$ cat src/rtl/oclib_bc_arbiter_if.sv
// Byte-channel bundle between N upstream requesters and one shared downstream link.
// "in" signals enter the arbiter and "out" signals leave it.
interface oclib_bc_arbiter_if #(
  parameter int Ports = 2
);
  logic [Ports-1:0][7:0] up_in_data;
  logic [Ports-1:0]      up_in_valid;
  logic [Ports-1:0]      up_in_ready;
  logic [Ports-1:0][7:0] up_out_data;
  logic [Ports-1:0]      up_out_valid;
  logic [Ports-1:0]      up_out_ready;
  logic [7:0]            down_in_data;
  logic                  down_in_valid;
  logic                  down_in_ready;
  logic [7:0]            down_out_data;
  logic                  down_out_valid;
  logic                  down_out_ready;

  modport master (
    output up_in_data, up_in_valid, up_in_ready,
    output down_in_data, down_in_valid, down_in_ready,
    input  up_out_data, up_out_valid, up_out_ready,
    input  down_out_data, down_out_valid, down_out_ready
  );

  modport slave (
    input  up_in_data, up_in_valid, up_in_ready,
    input  down_in_data, down_in_valid, down_in_ready,
    output up_out_data, up_out_valid, up_out_ready,
    output down_out_data, down_out_valid, down_out_ready
  );
endinterface

$ cat src/rtl/oclib_bc_arbiter.sv
// Round-robin message arbiter that shares one length-prefixed byte channel among Ports requesters.
// Optional response watchdog: define OC_BC_ARBITER_TIMEOUT_EN.
module oclib_bc_arbiter #(
  parameter int Ports         = 2,
  parameter int TimeoutCycles = 1024,
  localparam int PW           = (Ports > 1) ? $clog2(Ports) : 1
) (
  input  logic              clock_i,
  input  logic              reset_i,
  oclib_bc_arbiter_if.slave bc,
  output logic [PW-1:0]     grant_o,
  output logic              busy_o,
  output logic              timeout_o
);

  typedef enum logic [2:0] {
    IDLE    = 3'd0,
    REQ_LEN = 3'd1,
    REQ_PAY = 3'd2,
    RSP_LEN = 3'd3,
    RSP_PAY = 3'd4
  } state_e;

  state_e        state_q, state_d;
  logic [PW-1:0] grant_q, grant_d;
  logic [PW-1:0] last_q, last_d;
  logic [7:0]    cnt_q, cnt_d;
  logic [PW-1:0] pick;
  logic [PW:0]   cand;
  logic          any_req;
  logic          req_ph, rsp_ph;
  logic          req_xfer, rsp_xfer;
  logic [7:0]    req_byte, rsp_byte;
  logic          tmo_hit;

  // Search starts one past the last owner so a continuously requesting port waits at most Ports messages.
  always_comb begin
    pick    = '0;
    any_req = 1'b0;
    cand    = '0;
    for (int k = 1; k <= Ports; k++) begin
      cand = {1'b0, last_q} + (PW+1)'(k);
      if (cand >= (PW+1)'(Ports)) cand = cand - (PW+1)'(Ports);
      if (!any_req && bc.up_in_valid[cand[PW-1:0]]) begin
        pick    = cand[PW-1:0];
        any_req = 1'b1;
      end
    end
  end

  assign req_ph   = (state_q == REQ_LEN) || (state_q == REQ_PAY);
  assign rsp_ph   = (state_q == RSP_LEN) || (state_q == RSP_PAY);
  assign req_byte = bc.up_in_data[grant_q];
  assign rsp_byte = bc.down_in_data;
  assign req_xfer = req_ph && bc.up_in_valid[grant_q] && bc.down_in_ready;
  assign rsp_xfer = rsp_ph && bc.down_in_valid && bc.up_in_ready[grant_q];

`ifdef OC_BC_ARBITER_TIMEOUT_EN
  logic [31:0] idle_q, idle_d;
  logic        tmo_q;

  // Counter is held at zero outside the response phase, which covers the reset on RSP_LEN entry.
  assign tmo_hit = rsp_ph && !rsp_xfer && (idle_q == 32'(TimeoutCycles - 1));

  always_comb begin
    idle_d = '0;
    if (rsp_ph && !rsp_xfer) idle_d = idle_q + 32'd1;
  end

  always_ff @(posedge clock_i) begin
    if (reset_i) begin
      idle_q <= '0;
      tmo_q  <= 1'b0;
    end else begin
      idle_q <= idle_d;
      tmo_q  <= tmo_hit;
    end
  end

  assign timeout_o = tmo_q;
`else
  assign tmo_hit   = 1'b0;
  assign timeout_o = 1'b0;
`endif

  always_ff @(posedge clock_i) begin
    if (reset_i) begin
      state_q <= IDLE;
      grant_q <= '0;
      last_q  <= PW'(Ports - 1);
      cnt_q   <= '0;
    end else begin
      state_q <= state_d;
      grant_q <= grant_d;
      last_q  <= last_d;
      cnt_q   <= cnt_d;
    end
  end

  always_comb begin
    state_d = state_q;
    grant_d = grant_q;
    last_d  = last_q;
    cnt_d   = cnt_q;
    unique case (state_q)
      IDLE: begin
        if (any_req) begin
          grant_d = pick;
          state_d = REQ_LEN;
        end
      end
      REQ_LEN: begin
        if (req_xfer) begin
          cnt_d   = req_byte;
          state_d = (req_byte == 8'd0) ? RSP_LEN : REQ_PAY;
        end
      end
      REQ_PAY: begin
        if (req_xfer) begin
          cnt_d = cnt_q - 8'd1;
          if (cnt_q == 8'd1) state_d = RSP_LEN;
        end
      end
      RSP_LEN: begin
        if (rsp_xfer) begin
          cnt_d = rsp_byte;
          if (rsp_byte == 8'd0) begin
            state_d = IDLE;
            last_d  = grant_q;
          end else begin
            state_d = RSP_PAY;
          end
        end
      end
      RSP_PAY: begin
        if (rsp_xfer) begin
          cnt_d = cnt_q - 8'd1;
          if (cnt_q == 8'd1) begin
            state_d = IDLE;
            last_d  = grant_q;
          end
        end
      end
      default: state_d = IDLE;
    endcase
    if (tmo_hit) begin
      state_d = IDLE;
      last_d  = grant_q;
    end
  end

  // Pure muxes: a granted path adds no register stage in either direction.
  always_comb begin
    bc.down_out_data  = '0;
    bc.down_out_valid = 1'b0;
    bc.down_out_ready = 1'b0;
    bc.up_out_data    = '0;
    bc.up_out_valid   = '0;
    bc.up_out_ready   = '0;
    if (req_ph) begin
      bc.down_out_data           = req_byte;
      bc.down_out_valid          = bc.up_in_valid[grant_q];
      bc.up_out_ready[grant_q]   = bc.down_in_ready;
    end
    if (rsp_ph) begin
      bc.up_out_data[grant_q]    = rsp_byte;
      bc.up_out_valid[grant_q]   = bc.down_in_valid;
      bc.down_out_ready          = bc.up_in_ready[grant_q];
    end
  end

  assign grant_o = grant_q;
  assign busy_o  = (state_q != IDLE);

endmodule

$ cat src/flat_wrapper.sv
// flat-port wrapper written by rule: the top's interface ports become plain ports
module oclib_bc_arbiter_flat 
#(
  parameter int Ports         = 2,
  parameter int TimeoutCycles = 1024,
  localparam int PW           = (Ports > 1) ? $clog2(Ports) : 1
)
  (clock_i, reset_i, grant_o, busy_o, timeout_o, bc_up_in_data, bc_up_in_valid, bc_up_in_ready, bc_down_in_data, bc_down_in_valid, bc_down_in_ready, bc_up_out_data, bc_up_out_valid, bc_up_out_ready, bc_down_out_data, bc_down_out_valid, bc_down_out_ready);
  oclib_bc_arbiter_if #(.Ports(Ports)) bc_i ();
  input  logic clock_i;
  input  logic reset_i;
  output logic [PW-1:0] grant_o;
  output logic busy_o;
  output logic timeout_o;
  input wire logic [$bits(bc_i.up_in_data)-1:0] bc_up_in_data;
  input wire logic [$bits(bc_i.up_in_valid)-1:0] bc_up_in_valid;
  input wire logic [$bits(bc_i.up_in_ready)-1:0] bc_up_in_ready;
  input wire logic [$bits(bc_i.down_in_data)-1:0] bc_down_in_data;
  input wire logic [$bits(bc_i.down_in_valid)-1:0] bc_down_in_valid;
  input wire logic [$bits(bc_i.down_in_ready)-1:0] bc_down_in_ready;
  output wire logic [$bits(bc_i.up_out_data)-1:0] bc_up_out_data;
  output wire logic [$bits(bc_i.up_out_valid)-1:0] bc_up_out_valid;
  output wire logic [$bits(bc_i.up_out_ready)-1:0] bc_up_out_ready;
  output wire logic [$bits(bc_i.down_out_data)-1:0] bc_down_out_data;
  output wire logic [$bits(bc_i.down_out_valid)-1:0] bc_down_out_valid;
  output wire logic [$bits(bc_i.down_out_ready)-1:0] bc_down_out_ready;
  assign bc_i.up_in_data = bc_up_in_data;
  assign bc_i.up_in_valid = bc_up_in_valid;
  assign bc_i.up_in_ready = bc_up_in_ready;
  assign bc_i.down_in_data = bc_down_in_data;
  assign bc_i.down_in_valid = bc_down_in_valid;
  assign bc_i.down_in_ready = bc_down_in_ready;
  assign bc_up_out_data = bc_i.up_out_data;
  assign bc_up_out_valid = bc_i.up_out_valid;
  assign bc_up_out_ready = bc_i.up_out_ready;
  assign bc_down_out_data = bc_i.down_out_data;
  assign bc_down_out_valid = bc_i.down_out_valid;
  assign bc_down_out_ready = bc_i.down_out_ready;
  oclib_bc_arbiter #(.Ports(Ports), .TimeoutCycles(TimeoutCycles)) u_core (.clock_i(clock_i), .reset_i(reset_i), .bc(bc_i), .grant_o(grant_o), .busy_o(busy_o), .timeout_o(timeout_o));
endmodule
$ cat config.mk
export PLATFORM = sky130hd
export DESIGN_NAME = oclib_bc_arbiter_flat
export DESIGN_NICKNAME = d
export VERILOG_FILES = /design/src/rtl/oclib_bc_arbiter_if.sv /design/src/rtl/oclib_bc_arbiter.sv /design/src/flat_wrapper.sv
export SDC_FILE = /design/constraint.sdc
export NUM_CORES = 1
export LEC_CHECK = 0
export CAP_MARGIN = 0
export CORE_UTILIZATION = 40
export DETAILED_ROUTE_END_ITERATION = 8
export PLACE_DENSITY_LB_ADDON = 0.3
export SYNTH_ARGS = -nofsm -noshare
export SYNTH_HDL_FRONTEND = slang
export SYNTH_SLANG_ARGS = --single-unit
$ cat constraint.sdc
create_clock -name clock_i -period 2.76 [get_ports clock_i]
set_clock_uncertainty 0.2 [all_clocks]
set_input_delay 0.552 -clock clock_i [delete_from_list [all_inputs] [get_ports clock_i]]
set_output_delay 0.552 -clock clock_i [all_outputs]
set_load 0.03 [all_outputs]
==> results of run 1 <==
[cells by family after synthesis]
logic type      Yosys count  share of synthesized area [%]
simple gates             97                           37.6
compound gates           49                           24.4
buf+inv                  19                           9.37
flops                    13                           17.6
mux                      10                           7.51
fa+ha+maj                 2                           1.69
xor+xnor                  2                           1.69
other cells               1                          0.253
[per-stage QoR]
step | total power [W] | worst slack, ns | util [%]
after floorplan | 0.000457 | 0.365 | -
after global placement | 0.000593 | -0.00845 | 60.7
after detailed placement | 0.000597 | -0.0183 | 60.7
after CTS | 0.000764 | 0.0861 | 61.9
after global routing | 0.000811 | 0.0384 | 62.0
final | 0.000760 | 0.0854 | 62.0
[critical path, cell delays in order]
cell,delay (ns)
sky130_fd_sc_hd__clkdlybuf4s50_1,0.51
sky130_fd_sc_hd__and4b_1,0.20
sky130_fd_sc_hd__clkdlybuf4s50_1,0.66
[worst max-delay path by stage]
stage / startpoint / end / slack, ns / cells after the start
2_1_floorplan: u_core.state_q[1]$_SDFFE_PP0P_ / bc_up_out_ready[0] / 0.36 / 5
3_3_place_gp: bc_up_in_data[14] / bc_down_out_data[6] / -0.008 / 4
3_5_place_dp: bc_up_in_data[14] / bc_down_out_data[6] / -0.02 / 4
4_1_cts: bc_down_in_ready / bc_up_out_ready[1] / 0.09 / 3
5_1_grt: u_core.state_q[0]$_SDFFE_PP0P_ / bc_down_out_data[4] / 0.04 / 4
6_report: bc_down_in_ready / bc_up_out_ready[1] / 0.09 / 3
[flip-flops by register name (all words and copies together), names as in the netlist]
| register | flops |
|---|---|
| u_core.cnt_q | 8 |
| u_core.state_q | 3 |
| u_core.last_q | 1 |
| u_core.grant_o | 1 |
[synthesized netlist by cell type (all sizes together) (2+ instances only)]
cell	n
nand3	6
mux2	3
and3	2
nor4	7
a22oi	3
or3b	2
inv	7
a32oi	4
o32ai	4
nor2	18
a31oi	3
o21ai	8
a21oi	11
nor3b	6
dfxtp	13
buf	8
o2bb2ai	2
o211ai	2
nand2b	4
or3	2
nand3b	2
ha	2
and2	19
nor3	7
clkbuf	3
nand2	12
a222oi	4
nor2b	6
mux2i	7
a21o	2
[metal layers]
metal  vias up  track usage (%)  share of wire, %
li1        861                -                 -
met5         -                0                 0
met2        55             39.4                49
met1       821             32.4                46
met3         4             4.20               4.3
met4         0             5.23              0.90
[power by group]
group | switching, W | internal (W) | total [W]
sequential | 0.0000131 | 0.000200 | 0.000213
combinational | 0.000211 | 0.000172 | 0.000383
clock | 0.0000624 | 0.000102 | 0.000164
[layout make-up]
type,instances,share of cell area (%)
multi-input combinational,161,50.9
timing repair buffer,76,30.9
sequential,13,12.2
tap,46,2.70
clock buffer,4,2.11
inverter,7,1.23
==> implementation parameters, run 1 <==
Parameter                              Value

Die
  Horizontal die dimension ... 62.9 µm
  CORE AREA ... 0.00344 mm²
  Die extent in y ... 62.9 µm
  Number of primary I/O pins ... 65
  Initial standard-cell utilization of the core ... 43.1%
  Die ar. ... 0.00395 mm²
  Standard-cell row count ... 21

Global routing
  Global-route total usage across every layer ... 24.0%
  Wire length of the first global-routing pass ... 7500 µm
  Pin count of the biggest net entering global routing ... 19
  Vias in the first global route ... 1559
  Initial antenna violation count ... 0
  Total grt overflow ... 0

Detailed routing
  Via-per-instance ratio ... 5.67
  Detailed Route Iter0 Violations ... 110
  Total Wirelength ... 4680 µm
  Total iterations of the first detailed-routing run ... 5
  Average wire per standard cell ... 15.2 µm
  DRC viols ... 0
  Vias after detailed routing ... 1741
  Remaining antenna violation count ... 0

Setup path
  Crit Path Class ... primary input to output pin
  Minimum setup slack among reg-to-reg paths ... 0.46 ns
  Worst Path Arrival ... 1.92 ns
  Worst r2r dst ... u_core.cnt_q[4]$_SDFFE_PP0P_
  Top fanout value on the critical path ... 4
  Path depth of the worst reg2reg path ... 6
  Data required time of the critical path ... 2.01 ns
  Element type at the critical path start ... primary input
  Endpoint kind of the worst setup timing path ... output pin
  Start of the worst register-to-register path ... u_core.grant_o$_SDFFE_PP0P_

STA
  Final Hold Fails ... 0
  RSZ-0062 raised after global routing ... no
  Worst max-slew margin expressed relative to the limit ... 60.7%
  Number of setup violations in the final report ... 0
  Number of max-slew violations in the final report ... 0
  Aggregate negative setup slack ... 0 ns
  Final-layout worst hold slack ... 0.271 ns
  Fmax ... 374 MHz
  Transition time at the pin with the least slew margin ... 0.584 ns
  Part of the cycle the worst path needs ... 96.9%
  Final critical delay including setup and external delays ... 2.67 ns

Clock network
  # hold bufs at CTS ... 0
  Master cell of the clock root buffer ... sky130_fd_sc_hd__clkbuf_8
  Max Root-Sink Buffers ... 2
  Number of clock sinks ... 13
  Worst-Skew Late Latency ... 0.24 ns
  Number of H-tree levels ... 1
  # resized after CTS ... 1
  Post-CTS clock slew at the launch and capture registers of the worst setup and hold paths ... 0.05 ns
  Post-CTS Setup Bufs ... 0
  TritonCTS clock tree ... done
  Cts bufs inserted ... 3

Placed design
  DP Cell Count ... 303
  Placed standard-cell area ... 0.00209 mm²
  GP Congestion ... 0.893
  Quantity of I/O buffers inserted on ports ... 63
  Post-detailed-placement half-perimeter wirelength ... 3800 µm

Cells and area
  Most used cells in the layout excluding fill and tap cells ... sky130_fd_sc_hd__buf_4 (40), sky130_fd_sc_hd__clkdlybuf4s50_1 (35), sky130_fd_sc_hd__nor2_1 (17), sky130_fd_sc_hd__and2_1 (17), sky130_fd_sc_hd__dfxtp_1 (13)
  Fin cells ... 307
  Share of cells above drive strength 1 ... 21.5%
  Final-stage net count ... 296
  Most common cell after layout, fill and taps aside ... sky130_fd_sc_hd__buf_4
  Area Overhead vs Synth ... 44.0%
  Diodes inserted ... 0
  Multi-input logic area ... 0.00109 mm²
  Final non-filler cell area ... 0.00213 mm²
  FF/Latch Area ... 260 µm²
  Layout fillers ... 338

Synth
  Most frequently used flop master after synthesis ... sky130_fd_sc_hd__dfxtp_1
  Synthesized area per cell ... 7.68 µm²
  Portion of synthesized cell area occupied by the leading cell type ... 17.6%
  Distinct cell type count after synthesis ... 54
  Library cell occupying the most area in the post-synthesis netlist ... sky130_fd_sc_hd__dfxtp_1
  Synthesized Nets ... 227
  Mapped Area ... 0.00148 mm²
  Yosys warns ... 0
  Largest cells by area after synthesis ... sky130_fd_sc_hd__dfxtp_1 (18%), sky130_fd_sc_hd__and2_1 (7.2%), sky130_fd_sc_hd__mux2i_1 (4.7%), sky130_fd_sc_hd__nor2_1 (4.3%), sky130_fd_sc_hd__a21oi_1 (3.7%)
  Number of register bits inferred by synthesis ... 13
  Sequential fraction of the synthesis area ... 17.6%
  Synth Instances ... 193
  Proportion of synthesized flip-flops having asynchronous set or reset ... 0%
  Number of flops mapped to enable cells by yosys ... 0

Pwr
  Leakage dissipation ... 0.907 nW
  Power density of the placed cells ... 356 mW/mm²
  Highest ir drop seen on vdd ... 0.244 mV

Min path
  Endpoint of the worst hold path ... u_core.cnt_q[7]$_SDFFE_PP0P_
  Depth of the worst hold-timing path ... 2
  Min-delay src ... u_core.cnt_q[7]$_SDFFE_PP0P_
  Path category of the worst min-delay check ... register to register

Flow run
  Max-capacitance violation count ... 0

Status
  Result of the run ... finished, final reports clean
No activity file was read; power rests on OpenSTA's default activity.
==> run 2, diff against run 1 <==
--- a/config.mk
+++ b/config.mk
@@ -7,5 +7,5 @@
 export LEC_CHECK = 0
 export CAP_MARGIN = 0
-export CORE_UTILIZATION = 40
+export CORE_UTILIZATION = 30
 export DETAILED_ROUTE_END_ITERATION = 8
 export PLACE_DENSITY_LB_ADDON = 0.3
==> constraint.sdc (replaced) <==
create_clock -name clock_i -period 2.76 [get_ports clock_i]
set_clock_uncertainty 0.2 [all_clocks]
set_input_delay 0.276 -clock clock_i [delete_from_list [all_inputs] [get_ports clock_i]]
set_output_delay 0.276 -clock clock_i [all_outputs]
set_load 0.03 [all_outputs]
==> run 2 against run 1 <==
Against the previous run:
- sequential power is 3% higher
- sequential cell count stayed put
- power is 2.3% higher
- hold slack better by 0.0053 ns
- via count is 2.0% lower
- critical path type is now register to output pin
- cell count is 4.6% higher
- combinational power is 2% lower
- worst setup slack better by 0.16 ns
- cell area is 0.23% higher
- register-to-register slack better by 0.05 ns
- clock power is 12% higher
==> implementation parameters, run 2 (same netlist as run 1, synthesis figures left out) <==
Parameter                              Value

Status
  Result of the run ... finished, final reports clean

Global routing
  Most used routing layer in global routing ... met2
  Total grt overflow ... 0
  Initial antenna violation count ... 0
  Pin count of the biggest net entering global routing ... 20
  Met3 track utilization from global routing ... 3.75%
  Global routing met1 resource utilization ... 24.9%
  Global-route total usage across every layer ... 19.2%
  Global routing met2 resource utilization ... 32.3%
  Wire length of the first global-routing pass ... 7760 µm
  Vias in the first global route ... 1603

Flow run
  Max-capacitance violation count ... 0

Setup path
  Top fanout value on the critical path ... 10
  Critical-path cell with the highest stage delay ... sky130_fd_sc_hd__clkdlybuf4s50_1
  Endpoint kind of the worst setup timing path ... output pin
  Crit Path Class ... register to output pin
  Data required time of the critical path ... 2.28 ns
  Cell breakdown of the critical path ... xor2_1 -> nand2b_2 -> nor3b_1 -> clkdlybuf4s50_1
  Worst Path Arrival ... 2.04 ns
  Element type at the critical path start ... register
  CP peak stage delay ... 0.69 ns
  Path depth of the worst reg2reg path ... 5

Die
  Die extent in y ... 72.3 µm
  Horizontal die dimension ... 72.3 µm
  Initial standard-cell utilization of the core ... 31.2%
  Number of primary I/O pins ... 65
  Standard-cell row count ... 25
  CORE AREA ... 0.00475 mm²
  Die ar. ... 0.00523 mm²

Cells and area
  Top flop regs ... u_core.cnt_q: 8 flops, u_core.state_q: 3 flops
  Final-stage net count ... 289
  Share of cells above drive strength 1 ... 16.5%
  Area Overhead vs Synth ... 44.3%
  Most used cells in the layout excluding fill and tap cells ... sky130_fd_sc_hd__clkdlybuf4s50_1 (46), sky130_fd_sc_hd__buf_4 (23), sky130_fd_sc_hd__nor2_1 (17), sky130_fd_sc_hd__and2_1 (17), sky130_fd_sc_hd__nand2_1 (12)
  Most common cell after layout, fill and taps aside ... sky130_fd_sc_hd__clkdlybuf4s50_1
  Register ranked first by flip-flop count ... u_core.cnt_q
  Flip-flop count of the largest register, all copies and words added ... 8
  Diodes inserted ... 0

STA
  Final-layout worst hold slack ... 0.276 ns
  RSZ-0062 raised after global routing ... no
  Aggregate negative setup slack ... 0 ns
  Final Hold Fails ... 0
  Transition time at the pin with the least slew margin ... 0.558 ns
  Part of the cycle the worst path needs ... 91.1%
  Worst max-slew margin expressed relative to the limit ... 62.7%
  Final critical delay including setup and external delays ... 2.51 ns
  Number of setup violations in the final report ... 0
  Number of max-slew violations in the final report ... 0
  Fmax ... 398 MHz
  Final worst-path setup slack ... 0.245 ns

Clock network
  Number of clock sinks ... 13
  TritonCTS clock tree ... done
  Max Root-Sink Buffers ... 2
  # hold bufs at CTS ... 0
  Worst-Skew Late Latency ... 0.25 ns
  Number of H-tree levels ... 1
  Post-CTS clock slew at the launch and capture registers of the worst setup and hold paths ... 0.06 ns
  # resized after CTS ... 0
  Post-CTS Setup Bufs ... 0
  Master cell of the clock root buffer ... sky130_fd_sc_hd__clkbuf_8
  Cts bufs inserted ... 3

Min path
  Depth of the worst hold-timing path ... 2
  Path category of the worst min-delay check ... register to register

Placed design
  Post-detailed-placement half-perimeter wirelength ... 3750 µm
  Quantity of I/O buffers inserted on ports ... 63
  Worst slack after detailed placement ... 0.285 ns
  GP Congestion ... 0.879

Pwr
  Highest ir drop seen on vdd ... 0.141 mV
  Final total power ... 0.000778 W
  Power density of the placed cells ... 364 mW/mm²
  Leakage dissipation ... 0.851 nW

Detailed routing
  Total iterations of the first detailed-routing run ... 4
  Detailed Route Iter0 Violations ... 136
  DRC viols ... 0
  Vias after detailed routing ... 1707
  Remaining antenna violation count ... 0
  Average wire per standard cell ... 15.2 µm
  Via-per-instance ratio ... 5.32
  Total Wirelength ... 4880 µm
run 2: cell count changes in the layout (fill, tap and decap cells not counted), sizes merged:
cell,before,now
clkdlybuf4s50,35,46
dlygate4sd2,1,0
buf,40,23
run 2: final cells by class:
cell class                 instances  area (µm²)
fill                             510        2620
multi-input combinational        161        1090
timing repair buffer              69         633
sequential                        13         263
tap                               67        83.8
clock buffer                       4        45.0
inverter                           7        26.3
run 2: critical path, delay by kind of cell (launching register included):
kind          cells  cell delay (ns)
buf+inv           1             0.69
xor+xnor          1             0.22
flops             1             0.43
simple gates      2             0.44
run 2: final timing paths:
path	start	to	slack, ns
setup reg to reg	u_core.grant_o$_SDFFE_PP0P_	u_core.cnt_q[4]$_SDFFE_PP0P_	0.51
hold reg to reg	u_core.cnt_q[7]$_SDFFE_PP0P_	u_core.cnt_q[7]$_SDFFE_PP0P_	0.28
hold / removal	u_core.cnt_q[7]$_SDFFE_PP0P_	u_core.cnt_q[7]$_SDFFE_PP0P_	0.28
setup / recovery	u_core.state_q[1]$_SDFFE_PP0P_	bc_up_out_ready[0]	0.25
run 2: metal layers:
metal,up-vias,routed length (µm)
met5,-,0
met4,0,54
met3,5,321
met2,68,2260
met1,790,2240
li1,844,-
run 2: power breakdown:
group          internal [W]  switching [W]
logic              0.000169       0.000206
registers          0.000200      0.0000198
clock network      0.000103      0.0000802
run 2: stage by stage:
step | std cells | util [%] | area, µm²
finish | 321 | 45.0 | 2140
global route | 321 | 45.0 | 2140
CTS | 321 | 44.8 | 2130
detailed placement | 317 | 43.9 | 2090
global placement | 317 | 43.9 | 2090
floorplan | 193 | - | 1480
==> run 3, diff against run 2 <==
SLEW_MARGIN = 40   (was not set)
clock period = 2.9 ns   (was 2.76 ns; I/O delays follow)
==> run 3 against run 2 <==
Against the previous run:
- wire length decreased by 4.4%
- critical path depth unchanged
- sequential power is 8% lower
- sequential cell count unchanged
- power fell by 6.8%
- cell area is 0.35% lower
- worst setup slack worse by 0.074 ns
- clock power shrank 11%
- hold slack got worse by 0.0052 ns
- first-iteration DRC count grew 13%
- highest routed layer unchanged
==> implementation parameters, run 3 (same netlist as run 1, synthesis figures left out) <==
Parameter                              Value

STA
  Final Hold Fails ... 0
  Transition time at the pin with the least slew margin ... 0.515 ns
  Worst max-slew margin expressed relative to the limit ... 65.6%
  Number of max-slew violations in the final report ... 0
  Fmax ... 366 MHz
  Aggregate negative setup slack ... 0 ns
  Number of setup violations in the final report ... 0
  Final worst-path setup slack ... 0.171 ns
  RSZ-0062 raised after global routing ... no
  Final-layout worst hold slack ... 0.271 ns
  Part of the cycle the worst path needs ... 94.1%
  Final critical delay including setup and external delays ... 2.73 ns

Global routing
  Wire length of the first global-routing pass ... 7650 µm
  Total grt overflow ... 0
  Global-route total usage across every layer ... 18.4%
  Pin count of the biggest net entering global routing ... 21
  Vias in the first global route ... 1592
  Initial antenna violation count ... 0

Cells and area
  Register ranked first by flip-flop count ... u_core.cnt_q
  Fin cells ... 321
  Most used cells in the layout excluding fill and tap cells ... sky130_fd_sc_hd__clkdlybuf4s50_1 (46), sky130_fd_sc_hd__buf_4 (23), sky130_fd_sc_hd__nor2_1 (17), sky130_fd_sc_hd__and2_1 (17), sky130_fd_sc_hd__dfxtp_1 (13)
  Multi-input logic area ... 0.00108 mm²
  Top flop regs ... u_core.cnt_q: 8 flops, u_core.state_q: 3 flops
  Area Overhead vs Synth ... 43.8%
  Share of the core filled with cells ... 44.8%
  Final-stage net count ... 289
  Share of cells above drive strength 1 ... 15.0%
  Most common cell after layout, fill and taps aside ... sky130_fd_sc_hd__clkdlybuf4s50_1
  Diodes inserted ... 0
  Flip-flop count of the largest register, all copies and words added ... 8
  Layout fillers ... 505
  FF/Latch Area ... 260 µm²

Detailed routing
  Via-per-instance ratio ... 5.31
  DRC viols ... 0
  Average wire per standard cell ... 14.5 µm
  Total iterations of the first detailed-routing run ... 6
  Vias after detailed routing ... 1703
  Total Wirelength ... 4670 µm
  Detailed Route Iter0 Violations ... 154
  Remaining antenna violation count ... 0

Pwr
  Fraction of power spent switching nets ... 38.4%
  Highest ir drop seen on vdd ... 0.123 mV
  Cell internal pwr ... 0.000447 W
  Part of the total power dissipated in the clock network ... 22.5%
  Leakage dissipation ... 0.850 nW
  Share of total power in sequential cells ... 28.0%
  P_sw ... 0.000278 W
  Combinational share of power ... 49.5%
  Power density of the placed cells ... 340 mW/mm²

Die
  Standard-cell row count ... 25
  Die extent in y ... 72.3 µm
  Number of primary I/O pins ... 65
  Horizontal die dimension ... 72.3 µm
  CORE AREA ... 0.00475 mm²
  Die ar. ... 0.00523 mm²
  Initial standard-cell utilization of the core ... 31.2%

Clock network
  Post-CTS clock slew at the launch and capture registers of the worst setup and hold paths ... 0.06 ns
  Post-CTS Setup Bufs ... 0
  Master cell of the clock root buffer ... sky130_fd_sc_hd__clkbuf_8
  Number of clock sinks ... 13
  # hold bufs at CTS ... 0
  TritonCTS clock tree ... done
  Worst-Skew Late Latency ... 0.24 ns
  Cts bufs inserted ... 3
  Max Root-Sink Buffers ... 2
  # resized after CTS ... 0
  Number of H-tree levels ... 1

Setup path
  Worst Path Arrival ... 2.24 ns
  Top fanout value on the critical path ... 10
  Beginning of the critical path ... u_core.state_q[1]$_SDFFE_PP0P_
  Start of the worst register-to-register path ... u_core.grant_o$_SDFFE_PP0P_
  Path depth of the worst reg2reg path ... 6
  Endpoint kind of the worst setup timing path ... output pin
  Crit Path Class ... register to output pin
  Worst r2r dst ... u_core.cnt_q[4]$_SDFFE_PP0P_
  Minimum setup slack among reg-to-reg paths ... 0.63 ns
  Capturing instance or port of the critical path ... bc_up_out_ready[0]
  Element type at the critical path start ... register
  Data required time of the critical path ... 2.41 ns

Min path
  Path category of the worst min-delay check ... register to register

Flow run
  Max-capacitance violation count ... 0

Placed design
  Post-detailed-placement half-perimeter wirelength ... 3580 µm
  Quantity of I/O buffers inserted on ports ... 63
  DP Cell Count ... 317
  Worst slack after detailed placement ... 0.429 ns
  GP Congestion ... 0.903

Status
  Result of the run ... finished, final reports clean
run 3: changes by cell type in the layout (fill, tap and decap cells not counted):
cell,previous run,this run
sky130_fd_sc_hd__nand2b_2,1,0
sky130_fd_sc_hd__nand2b_1,3,4
sky130_fd_sc_hd__dfxtp_1,11,13
sky130_fd_sc_hd__nor2b_1,5,6
sky130_fd_sc_hd__dfxtp_2,2,0
sky130_fd_sc_hd__nor2b_2,1,0
run 3: worst min path at each step:
| stage | from | to | cells past startpoint |
|---|---|---|---|
| 2_1_floorplan | reset_i | u_core.cnt_q[7]$_SDFFE_PP0P_ | 1 |
| 3_3_place_gp | u_core.cnt_q[7]$_SDFFE_PP0P_ | u_core.cnt_q[7]$_SDFFE_PP0P_ | 2 |
| 3_5_place_dp | u_core.cnt_q[7]$_SDFFE_PP0P_ | u_core.cnt_q[7]$_SDFFE_PP0P_ | 2 |
| 4_1_cts | u_core.cnt_q[7]$_SDFFE_PP0P_ | u_core.cnt_q[7]$_SDFFE_PP0P_ | 2 |
| 5_1_grt | u_core.cnt_q[7]$_SDFFE_PP0P_ | u_core.cnt_q[7]$_SDFFE_PP0P_ | 2 |
| 6_report | u_core.cnt_q[7]$_SDFFE_PP0P_ | u_core.cnt_q[7]$_SDFFE_PP0P_ | 2 |
run 3: through the flow:
step / power [W] / cell area, µm²
6_report: 0.000725 / 2130
5_1_grt: 0.000766 / 2130
4_1_cts: 0.000727 / 2130
3_5_place_dp: 0.000563 / 2090
3_3_place_gp: 0.000563 / 2090
2_1_floorplan: 0.000435 / 1480
run 3: layout make-up:
cell class	count	share of cell area, %
Multi-Input combinational cell	161	50.8
Timing Repair Buffer	69	29.7
Sequential cell	13	12.2
Tap cell	67	3.93
Clock buffer	4	2.11
Inverter	7	1.23
run 3: routing by layer:
| layer | vias to the layer above | part of all wire, % | track usage (%) |
|---|---|---|---|
| met5 | - | 0 | 0 |
| met4 | 0 | 0.90 | 4.58 |
| met3 | 4 | 7.0 | 2.78 |
| met2 | 73 | 46 | 30.2 |
| met1 | 779 | 46 | 25.2 |
| li1 | 847 | - | - |
run 3: critical path, cell delays in order (launching register included):
cell and delay (ns):
sky130_fd_sc_hd__dfxtp_1 0.53, sky130_fd_sc_hd__xor2_1 0.21, sky130_fd_sc_hd__nand2b_1 0.29, sky130_fd_sc_hd__nor3b_1 0.27, sky130_fd_sc_hd__clkdlybuf4s50_1 0.69
run 3: power groups by stage:
| stage | sequential (W) | clock (W) | combinational (W) |
|---|---|---|---|
| 3_3_place_gp | 0.000206 | 0 | 0.000356 |
| 6_report | 0.000203 | 0.000163 | 0.000359 |
| 5_1_grt | 0.000205 | 0.000173 | 0.000388 |
| 4_1_cts | 0.000203 | 0.000166 | 0.000358 |
| 2_1_floorplan | 0.000204 | 0 | 0.000231 |
| 3_5_place_dp | 0.000206 | 0 | 0.000356 |
